**src/rtl/dmem_stride_agu_pkg.sv**
```systemverilog
// dmem_stride_agu_pkg: shared types and default widths for the strided data-memory address generator
package dmem_stride_agu_pkg;
  localparam int DEF_WIDTH_ADDR = 10;
  localparam int DEF_WIDTH_LEN = 10;
  typedef enum logic [1:0] {IDLE, REQ, RUN} agu_state_t;
  typedef struct packed {
    logic req;
    logic [DEF_WIDTH_LEN-1:0] len;
    logic [DEF_WIDTH_ADDR-1:0] stride;
    logic [DEF_WIDTH_ADDR-1:0] base;
  } agu_cmd_t;
endpackage

```
**src/rtl/dmem_stride_agu.sv**
```systemverilog
// dmem_stride_agu: arbitrates for a memory port then emits one strided address per unstalled cycle
module dmem_stride_agu
  import dmem_stride_agu_pkg::*;
#(
  parameter int WIDTH_ADDR = DEF_WIDTH_ADDR,
  parameter int WIDTH_LEN = DEF_WIDTH_LEN
) (
  input  logic                  clock,
  input  logic                  reset,
  input  logic                  I_Req,
  input  logic [WIDTH_LEN-1:0]  I_Length,
  input  logic [WIDTH_ADDR-1:0] I_Stride,
  input  logic [WIDTH_ADDR-1:0] I_Base_Addr,
  input  logic                  I_Grant,
  input  logic                  I_Stall,
  output logic                  O_Ready,
  output logic                  O_Req,
  output logic                  O_Valid,
  output logic [WIDTH_ADDR-1:0] O_Addr,
  output logic                  O_Term
);
  agu_state_t state;
  logic [WIDTH_LEN-1:0] len, count;
  logic [WIDTH_ADDR-1:0] stride, base, addr;
  logic run, last, beat;
  assign run = state == RUN;
  assign last = count == len - WIDTH_LEN'(1);
  assign beat = run && !I_Stall;
  assign O_Ready = state == IDLE;
  assign O_Req = state == REQ;
  assign O_Valid = beat;
  assign O_Addr = run ? addr : '0;
  assign O_Term = beat && last;
  // command latch, grant wait and per-element address/count stepping
  always_ff @(posedge clock or posedge reset) begin
    if (reset) begin
      state <= IDLE;
      len <= '0;
      count <= '0;
      stride <= '0;
      base <= '0;
      addr <= '0;
    end else begin
      unique case (state)
        IDLE: if (I_Req && I_Length != '0) begin
          len <= I_Length;
          stride <= I_Stride;
          base <= I_Base_Addr;
          count <= '0;
          state <= REQ;
        end
        REQ: if (I_Grant) begin
          addr <= base;
          state <= RUN;
        end
        RUN: if (!I_Stall) begin
          if (last) state <= IDLE;
          else begin
            count <= count + WIDTH_LEN'(1);
            addr <= addr + stride;
          end
        end
        default: state <= IDLE;
      endcase
    end
  end
endmodule
```
**config.mk**
```make
export PLATFORM = sky130hd
export DESIGN_NAME = dmem_stride_agu
export DESIGN_NICKNAME = d
export VERILOG_FILES = /design/src/rtl/dmem_stride_agu_pkg.sv /design/src/rtl/dmem_stride_agu.sv
export SDC_FILE = /design/constraint.sdc
export NUM_CORES = 1
export LEC_CHECK = 0
export ABC_AREA = 1
export BUFFER_PORTS_ARGS = -buffer_cell sky130_fd_sc_hd__buf_2
export CORE_MARGIN = 3
export CORE_UTILIZATION = 45
export DETAILED_ROUTE_END_ITERATION = 16
export PLACE_DENSITY = 0.7
export SYNTH_ARGS = -nofsm -noshare
export SYNTH_HDL_FRONTEND = slang
export SYNTH_SLANG_ARGS = --single-unit
```
**constraint.sdc**
```tcl
create_clock -name clock -period 2.66 [get_ports clock]
set_input_delay 0.798 -clock clock [delete_from_list [all_inputs] [get_ports clock]]
set_output_delay 0.798 -clock clock [all_outputs]
set_load 0.03 [all_outputs]
```
==> metrics.md, run 1 <==
| Metric | Value |
|---|---|
| Setup crit start kind | register |
| DR DRC count | 0 |
| Setup ws final | -0.00288 ns |
| First-pass GRT wire length | 12.9 mm |
| Synth unique cells | 36 |
| Root buffer cell | clkbuf_8 |
| Antenna Violating Nets Remaining | 0 |
| RePlAce Congestion | roughly 0.84 |
| Failing checks | negative setup slack |
| Relative slew slack | between 60% and 70% |
| # nets final | slightly above 500 |
| Crit path max fanout | 5 |
| Final-report hold violation count | 0 |
| Clk buf depth | 2 |
| Source of the critical timing path | len[1] |
| Met1 usage in global routing | 22.4% |
| Core ar. | 0.00694 mm² |
| Pin count of the biggest net entering global routing | 42 |
| Fill count | between 600 and 700 |
| Post-Syn Area | ~0.0033 mm² |
| GRT met2 Usage | 35.1% |
| Vias in the first global route | roughly 2900 |
| Post-DP Area | ~0.0036 mm² |
| Final setup viols | 1 |
| Syn Area/Cell | 8.05 µm² |
| FP Rows | 30 |
| Placement Setup Slack | ~0.21 ns |
| Final period util | 100% |
| Post-synth ARST share | 100% |
| Post-DR vias/cell | 5.02 |
| Main combinational cell family by area after synthesis | simple AND/OR/NAND/NOR gates |
| Synth Warn # | 0 |
| Layout cells sized above 1 | between 20% and 30% |
| DR pass1 iterations | 4 |
| Setup_tns | -0.00288 ns |
| Die extent in x | just over 90 µm |
| Least-Margin Pin Slew | ~0.57 ns |
| Post-DR wirelength/cell | approximately 13 µm |
| Inst Count DP | roughly 550 |
| Number of flops mapped to enable cells by yosys | 0 |
| Detail Placement HPWL | around 5.7 mm |
| Hold_sp | addr[0] |
| Worst Setup End Kind | primary output |
| DRT iter0 DRCs | 120 |
| Worst hold slack | 0.514 ns |
| Clock sinks | between 50 and 60 |
| Worst EP arrival | 1.86 ns |
| Worst reg2reg path startpoint | len[1] |
| Worst Path Required | ~1.9 ns |
| Sequential area share after synthesis | 39.5% |
| Status | finished, violations left |
| Area grow syn2layout | 16.1% |
| Hold Path Class | reg2reg |
| Complex-gate fraction of the synthesized area | 5.70% |
| TritonCTS buffer count | 5 |
| Die Y-Extent | approximately 90 µm |
| Synthesized Nets | around 460 |
| Final slew viol count | 0 |
| Total GRT Usage | a little under a fifth |
| I/O Buffers | 48 |
| Mux cell area share after synthesis | 8.21% |
| Reg clk slew, reported paths | 0.09 ns |
| Worst Skew | 0.00785 ns |
| Leak | around 0.0019 µW |
| Synth Area in Adders | under 10% |
| Synth Area in XOR/XNOR | under 10% |
| Post-Route WL | roughly 7.4 mm |
| Via count | roughly 2800 |
| Htree depth | 2 |
| Top_reg_cell synth | dfrtp_1 |
| Simple-Gate Fraction of Synth Area | ~29% |
| Initial antenna violation count | 0 |
| Busiest grt layer | met2 |
| Flops & latches, synth | 52 |
| Period minus WS final | roughly 2.7 ns |
| Grt met3 use | about 2.5% |
| CP Class | reg2out |
| Cells after Synth | 409 |
| Worst skew pair latency | ~0.3 ns |
| FMAX | approximately 380 MHz |
| Post-route cell area | 0.00382 mm² |
| Initial core utilization | approximately 47% |
| Cell Count, Final, Fillers Out | 559 |
| CTS tree | built |
| Die Area | 0.00838 mm² |
| Grt ovf | 0 |
| # IOs | 49 |
| RSZ-0062 raised after global routing | true |
| Pwr Density | about 1100 mW/mm² |
| Peak supply drop | ~770 µV |
| Diodes inserted | 0 |
| MaxCap Viol Count | 0 |
-- layout make-up --
cell class              count  area [µm²]  share of cell area, %
inverters                  41         154                   4.03
well taps                  96         120                   3.14
flip-flops and latches     52        1300                   34.1
clock inverters             1        5.00                  0.131
clock buffers               6        72.6                   1.90
repair buffers             60         349                   9.14
multi-input cells         303        1820                   47.6
-- registers in the layout, summed over array words and instances (netlist names) --
register and count:
len 10, count 10, base 10, stride 10, state 2, addr 10
-- cell families (layout without fill, tap and decap cells) --
logic type / Yosys count / in the layout
flip-flops: 52 / 52
AND/OR/NAND/NOR: 210 / 210
buffers and inverters: 54 / 108
multiplexers: 24 / 24
AO/OA/AOI/OAI: 34 / 34
adder cells (fa/ha/maj): 12 / 12
XOR/XNOR: 23 / 23
-- worst max-delay path: stages (launching register included) --
cell     delay [ns]
dfrtp_1        0.40
inv_2          0.09
ha_4           0.16
nand2_4        0.06
nor2_4         0.14
nand3_2        0.10
xor2_1         0.15
nor2_1         0.14
nand3_2        0.08
nor2_1         0.10
buf_4          0.17
-- final timing paths --
kind                                  to  slack (ns)  cells past startpoint
worst max register to register  count[7]        0.45                     13
worst min register to register   addr[0]        0.51                      2
max in group asynchronous       count[4]        1.57                      3
min in group asynchronous        addr[4]        0.54                      2
worst min-delay path             addr[0]        0.51                      2
worst max-delay path              O_Term      -0.003                     10
-- where the power goes --
part	switching [µW]	internal, µW	total, µW
clock network	250	180	429
registers	307	1130	1440
logic	1440	1070	2510
total	2000	2380	4380
-- metal layers --
layer	vias to the layer above	share of wire [%]
met4	0	1.0
met1	1325	44
met5	-	0
met3	9	2.6
li1	1433	-
met2	37	53
-- placed cells by master (no fill, tap or decap), drive strengths merged, types with 5 or more instances in the layout --
| cell type | n |
|---|---|
| nor2 | 52 |
| o21ai | 14 |
| nand4 | 5 |
| xnor2 | 16 |
| clkbuf | 6 |
| dfrtp | 52 |
| a21oi | 12 |
| nand2 | 105 |
| nand3 | 39 |
| inv | 41 |
| mux2 | 24 |
| ha | 11 |
| xor2 | 7 |
| buf | 60 |
-- Yosys cell counts, types with 3 or more instances --
cell | number | share of area, %
nor4_1 | 3 | 0.57
nor2_1 | 48 | 5.5
dfrtp_1 | 52 | 40
clkbuf_1 | 4 | 0.46
nand4_1 | 5 | 0.95
nand3_2 | 6 | 1.8
xor2_1 | 7 | 1.9
inv_1 | 40 | 4.6
o21ai_0 | 14 | 2.1
nand3_1 | 33 | 5.0
xnor2_1 | 15 | 4.0
buf_2 | 4 | 0.61
nand2_1 | 99 | 11
ha_1 | 11 | 4.2
a21oi_1 | 12 | 1.8
nor2_2 | 3 | 0.57
mux2_2 | 24 | 8.2
nand2_2 | 4 | 0.76
-- metrics by stage --
step | power [µW] | utilization (%)
finish | 4380 | 55.0
floorplan | 3320 | -
global placement | 3810 | 52.5
global route | 4820 | 55.0
detailed placement | 3870 | 52.5
CTS | 4380 | 54.8
-- what timing repair did --
item,CTS,global route
gates resized for setup,10,5
hold buffers,0,0
pin swaps,4,1
endpoints found under the setup margin,1,1
buffers inserted,5,0
Note: power is estimated with default switching activity, not from simulation.
==> run 2, diff against run 1 <==
==> constraint.sdc (replaced) <==
create_clock -name clock -period 2.66 [get_ports clock]
set_input_delay 0.532 -clock clock [delete_from_list [all_inputs] [get_ports clock]]
set_output_delay 0.532 -clock clock [all_outputs]
set_load 0.03 [all_outputs]
==> metrics.md, run 2 (same netlist as run 1, synthesis figures left out) <==
| Metric | Value |
|---|---|
| Initial core utilization | 47.4% (unchanged) |
| Worst reg2reg path startpoint | addr[0] (was len[1]) |
| Hold Path Class | in2async (was reg2reg) |
| MaxCap Viol Count | 0 (unchanged) |
| Multi-input gate area | 0.00178 mm² (was 0.00182 mm²) |
| RePlAce Congestion | 0.859 (was 0.842) |
| Setup crit start kind | register (unchanged) |
| Final slew viol count | 0 (unchanged) |
| Worst R2R Path Depth | 10 (was 13) |
| CTS tree | built (unchanged) |
| Area grow syn2layout | 14.4% (was 16.1%) |
| # IOs | 49 (unchanged) |
| Clock sinks | 52 (unchanged) |
| Period minus WS final | 2.51 ns (was 2.66 ns) |
| Slowest library cell on the worst path | dfrtp_1 (unchanged) |
| Buf/Inv on CP | 2 (unchanged) |
| Detail Placement HPWL | 5.49 mm (was 5.71 mm) |
| Crit path top cell by count | nand3_1 |
| Die Y-Extent | 91.5 µm (unchanged) |
| Status | finished, final reports clean (was finished, violations left) |
| Final setup viols | 0 (was 1) |
| Least-Margin Pin Slew | 0.550 ns (was 0.566 ns) |
| Via count | 2753 (was 2804) |
| Post-DR wirelength/cell | 13.1 µm (was 13.2 µm) |
| Critical R2R Capture | addr[8] (was count[7]) |
| Setup_tns | 0 ns (was -0.00288 ns) |
| Pwr Density | 1150 mW/mm² (about the same) |
| Relative slew slack | 63.3% (was 62.2%) |
| Post-DP Area | 0.00364 mm² (was 0.00365 mm²) |
| Initial antenna violation count | 0 (unchanged) |
| Vias in the first global route | 2739 (was 2864) |
| TritonCTS buffer count | 5 (unchanged) |
| FMAX | 399 MHz (was 376 MHz) |
| Peak supply drop | 627 µV (was 770 µV) |
| CP max stage delay | 0.41 ns (was 0.40 ns) |
| # nets final | 505 (was 510) |
| Fill count | 697 (was 649) |
| Worst Skew | 0.0138 ns (was 0.00785 ns) |
| Reg clk slew, reported paths | 0.10 ns (was 0.09 ns) |
| Pin count of the biggest net entering global routing | 39 (was 42) |
| Clk buf depth | 2 (unchanged) |
| Final-report hold violation count | 0 (unchanged) |
| Post-route cell area | 0.00376 mm² (was 0.00382 mm²) |
| Final period util | 94.3% (was 100%) |
| FP Rows | 30 (unchanged) |
| Worst Path Required | 2.13 ns (was 1.86 ns) |
| Diodes inserted | 0 (unchanged) |
| CP Class | reg2out (unchanged) |
| Worst EP arrival | 1.98 ns (was 1.86 ns) |
| Leak | 0.00189 µW (was 0.00192 µW) |
| Core ar. | 0.00694 mm² (unchanged) |
| Die Area | 0.00838 mm² (unchanged) |
| Sequential cell area | 0.00130 mm² (unchanged) |
| Die extent in x | 91.5 µm (unchanged) |
| Final Power | 4350 µW (was 4380 µW) |
| Crit path max fanout | 5 (unchanged) |
| Source of the critical timing path | len[0] (was len[1]) |
| Post-Route WL | 7.28 mm (was 7.37 mm) |
| Root buffer cell | clkbuf_8 (unchanged) |
| Post-DR vias/cell | 4.96 (was 5.02) |
| Commonest non-fill, non-tap cells in the layout | nand2_1, dfrtp_1, nor2_1 (was nand2_1, dfrtp_1, nor2_1, buf_2, inv_1) |
| Top delay family on crit path | simple AND/OR/NAND/NOR gates (unchanged) |
| DR pass1 iterations | 4 (unchanged) |
| Reg-to-reg setup timing slack | 0.59 ns (was 0.45 ns) |
| DRT iter0 DRCs | 122 (was 120) |
| Leading cell type in the layout, fill and taps excluded | nand2_1 (unchanged) |
| DR DRC count | 0 (unchanged) |
| I/O Buffers | 48 (unchanged) |
| CP cell instances | inv_2 > ha_4 > nand2_2 > nor2_4 > nand2_1 > nand3_1 > nand3_1 > nor2_2 > nand3_2 > nor2_1 > buf_4 (was inv_2 > ha_4 > nand2_4 > nor2_4 > nand3_2 > xor2_1 > nor2_1 > nand3_2 > nor2_1 > buf_4) |
| Antenna Violating Nets Remaining | 0 (unchanged) |
| Worst skew pair latency | 0.31 ns (was 0.30 ns) |
| Worst Setup End Kind | primary output (unchanged) |
| Grt ovf | 0 (unchanged) |
| First-pass GRT wire length | 12.3 mm (was 12.9 mm) |
| Layout cells sized above 1 | 23.3% (was 25.9%) |
| RSZ-0062 raised after global routing | false (was true) |
| Total GRT Usage | 18.0% (was 18.6%) |
| Htree depth | 2 (unchanged) |
==> run 2: final cells by class <==
type                       instances  area share, %
multi-input combinational        303           47.3
tap                               96           3.19
sequential                        52           34.6
timing repair buffer              55           8.51
inverter                          41           4.09
clock buffer                       8           2.39
==> run 2: where the power goes <==
part / switching (µW) / internal [µW] / leakage [µW] / total, µW
registers: 306 / 1130 / 0.000640 / 1440
clock network: 259 / 213 / 0.0000455 / 472
logic: 1400 / 1030 / 0.00121 / 2430
total: 1960 / 2380 / 0.00189 / 4350
==> run 2: routing by layer <==
metal	track usage (%)	vias to the layer above	wire [µm]
li1	-	1419	-
met1	22.3	1293	3330
met5	0	-	0
met3	2.57	6	190
met4	4.27	0	53
met2	32.7	35	3710
==> run 2: repair_timing <==
item                                    in CTS  in global routing
resized for setup                            0                  5
buffers inserted                             0                  2
hold buffers                                 0                  0
endpoints found under the setup margin       0                  1
==> run 2: stage by stage <==
step	setup WS, ns	utilization, %	cells	hold WS, ns
after floorplan	0.360	-	409	0.467
after global placement	0.429	52.5	545	0.488
after detailed placement	0.305	52.5	545	0.493
after CTS	0.00428	53.8	553	0.271
after global routing	0.000236	54.2	555	0.296
final	0.152	54.2	555	0.253
==> run 2: worst max-delay path by stage <==
stage | end | slack, ns | cells past startpoint
3_3_place_gp | O_Term | 0.43 | 10
2_1_floorplan | O_Term | 0.36 | 9
5_1_grt | O_Term | 0.0002 | 11
4_1_cts | O_Term | 0.004 | 11
6_report | O_Term | 0.15 | 11
3_5_place_dp | count[9] | 0.30 | 9
==> run 3, diff against run 2 <==
Settings changed: CELL_PAD_IN_SITES_DETAIL_PLACEMENT from default to 0, CELL_PAD_IN_SITES_GLOBAL_PLACEMENT from default to 2, CORE_UTILIZATION 45 to 34, PLACE_DENSITY 0.7 to 0.86.
==> metrics.md, run 3 (same netlist as run 1, synthesis figures left out) <==
| Metric | Value |
|---|---|
| Fill count | 974 (was 697) |
| # IOs | 49 (unchanged) |
| Pwr Density | 1160 mW/mm² (was 1150 mW/mm²) |
| Cell Count, Final, Fillers Out | 591 (was 555) |
| Clk pwr share | 12.5% (was 10.9%) |
| Initial antenna violation count | 0 (unchanged) |
| Via count | 2801 (was 2753) |
| First-pass GRT wire length | 14.0 mm (was 12.3 mm) |
| Final-report hold violation count | 0 (unchanged) |
| Diodes inserted | 0 (unchanged) |
| Clock sinks | 52 (unchanged) |
| Worst hold slack | 0.403 ns (was 0.253 ns) |
| Switching component of the power | 1990 µW (was 1960 µW) |
| Slowest library cell on the worst path | dfrtp_1 (unchanged) |
| Hold Path Class | in2async (unchanged) |
| CP Class | reg2out (unchanged) |
| Vias in the first global route | 2845 (was 2739) |
| Sequential Power Share | 32.1% (was 33.1%) |
| Worst EP arrival | 1.99 ns (was 1.98 ns) |
| Detail Placement HPWL | 6.05 mm (was 5.49 mm) |
| DR DRC count | 0 (unchanged) |
| Cell-internal power | 2460 µW (was 2380 µW) |
| Status | finished, final reports clean (unchanged) |
| Die Y-Extent | 104 µm (was 91.5 µm) |
| RePlAce Congestion | 0.749 (was 0.859) |
| FMAX | 396 MHz (was 399 MHz) |
| Initial core utilization | 35.3% (was 47.4%) |
| Placement Setup Slack | 0.344 ns (was 0.305 ns) |
| Setup_tns | 0 ns (unchanged) |
| Antenna Violating Nets Remaining | 0 (unchanged) |
| Post-Route WL | 7.95 mm (was 7.28 mm) |
| Period minus WS final | 2.53 ns (was 2.51 ns) |
| DR pass1 iterations | 4 (unchanged) |
| Worst skew pair latency | 0.31 ns (about the same) |
| Setup crit start kind | register (unchanged) |
| Htree depth | 2 (unchanged) |
| Die Area | 0.0109 mm² (was 0.00838 mm²) |
| Commonest non-fill, non-tap cells in the layout | nand2_1, dfrtp_1, nor2_1 (unchanged) |
| CP cell instances | inv_2 > ha_4 > nand2_2 > nor2_4 > nand3_2 > xor2_1 > nor2_1 > nand3_2 > nor2_1 > buf_4 (was inv_2 > ha_4 > nand2_2 > nor2_4 > nand2_1 > nand3_1 > nand3_1 > nor2_2 > nand3_2 > nor2_1 > buf_4) |
| Final period util | 94.9% (was 94.3%) |
| Relative slew slack | 53.6% (was 63.3%) |
| Source of the critical timing path | len[0] (unchanged) |
| Worst Path Required | 2.13 ns (about the same) |
| Area grow syn2layout | 16.3% (was 14.4%) |
| # nets final | 508 (was 505) |
| Root buffer cell | clkbuf_8 (unchanged) |
| Leak | 0.00191 µW (was 0.00189 µW) |
| Post-DR vias/cell | 4.74 (was 4.96) |
| Reg clk slew, reported paths | 0.10 ns (about the same) |
| Layout cells sized above 1 | 24.5% (was 23.3%) |
| Setup ws final | 0.135 ns (was 0.152 ns) |
| Comb pwr share | 55.4% (was 56.0%) |
| CP max stage delay | 0.40 ns (was 0.41 ns) |
| Grt ovf | 0 (unchanged) |
| CTS tree | built (unchanged) |
| Leading cell type in the layout, fill and taps excluded | nand2_1 (unchanged) |
| Final setup viols | 0 (unchanged) |
| TritonCTS buffer count | 5 (unchanged) |
| Die extent in x | 104 µm (was 91.5 µm) |
| Least-Margin Pin Slew | 0.696 ns (was 0.550 ns) |
| Inst Count DP | 580 (was 545) |
| Final slew viol count | 0 (unchanged) |
| DRT iter0 DRCs | 100 (was 122) |
| FP Rows | 35 (was 30) |
| Post-DR wirelength/cell | 13.4 µm (was 13.1 µm) |
| Total GRT Usage | 15.5% (was 18.0%) |
| Pin count of the biggest net entering global routing | 53 (was 39) |
| Net Sw Frac | 44.8% (was 45.2%) |
| Worst reg2reg path startpoint | addr[0] (unchanged) |
| I/O Buffers | 48 (unchanged) |
| Peak supply drop | 594 µV (was 627 µV) |
| Clk buf depth | 2 (unchanged) |
| MaxCap Viol Count | 0 (unchanged) |
| Worst Skew | 0.00601 ns (was 0.0138 ns) |
| Core ar. | 0.00933 mm² (was 0.00694 mm²) |
| Final Power | 4450 µW (was 4350 µW) |
| Worst Setup End Kind | primary output (unchanged) |
| Crit path max fanout | 6 (was 5) |
run 3: final timing paths:
check	end	slack, ns	depth (start not counted)
worst max-delay path	O_Term	0.13	10
worst min-delay path	state[0]	0.40	3
worst max register to register	addr[8]	0.56	10
worst min register to register	base[4]	0.51	1
max in group asynchronous	stride[3]	1.81	3
min in group clock	stride[7]	0.44	2
run 3: power by group through the flow:
stage	clock network, µW	logic, µW	registers [µW]
floorplan	0	1970	1350
global placement	0	2420	1430
detailed placement	0	2440	1450
CTS	573	2450	1430
global route	612	2830	1490
finish	555	2470	1430
run 3: worst max-delay path, delay by kind of cell, from the launching register on:
family | cells | cell delay (ns)
and+or+nand+nor | 6 | 0.69
buffers and inverters | 2 | 0.29
DFF | 1 | 0.40
xor gates and xnor gates | 1 | 0.15
adders and majority gates | 1 | 0.16
run 3: metal layers:
metal | wire length, µm | track usage (%)
met1 | 3650 | 19.9
met3 | 161 | 2.17
met4 | 73 | 3.42
met2 | 4060 | 27.7
met5 | 0 | 0
run 3: what timing repair did:
item                       in CTS  in global routing
pin swaps                       0                  1
setup buffers                   0                  3
gates resized for setup         1                  6
hold buffers                    0                  0
hold endpoints to repair        0                  0
setup endpoints to repair       1                  1
run 3: final cells by class:
cell class | count | area (µm²) | share of cell area, %
inverter | 41 | 154 | 4.02
sequential | 52 | 1300 | 34.0
clock buffer | 6 | 72.6 | 1.90
clock inverter | 2 | 35.0 | 0.915
tap | 129 | 161 | 4.22
timing repair buffer | 58 | 318 | 8.30
multi-input combinational | 303 | 1790 | 46.7
run 3: through the flow:
stage	cell area, µm²	util (%)
2_1_floorplan	3290	-
3_3_place_gp	3680	39.4
3_5_place_dp	3680	39.4
4_1_cts	3780	40.6
5_1_grt	3830	41.0
6_report	3830	41.0
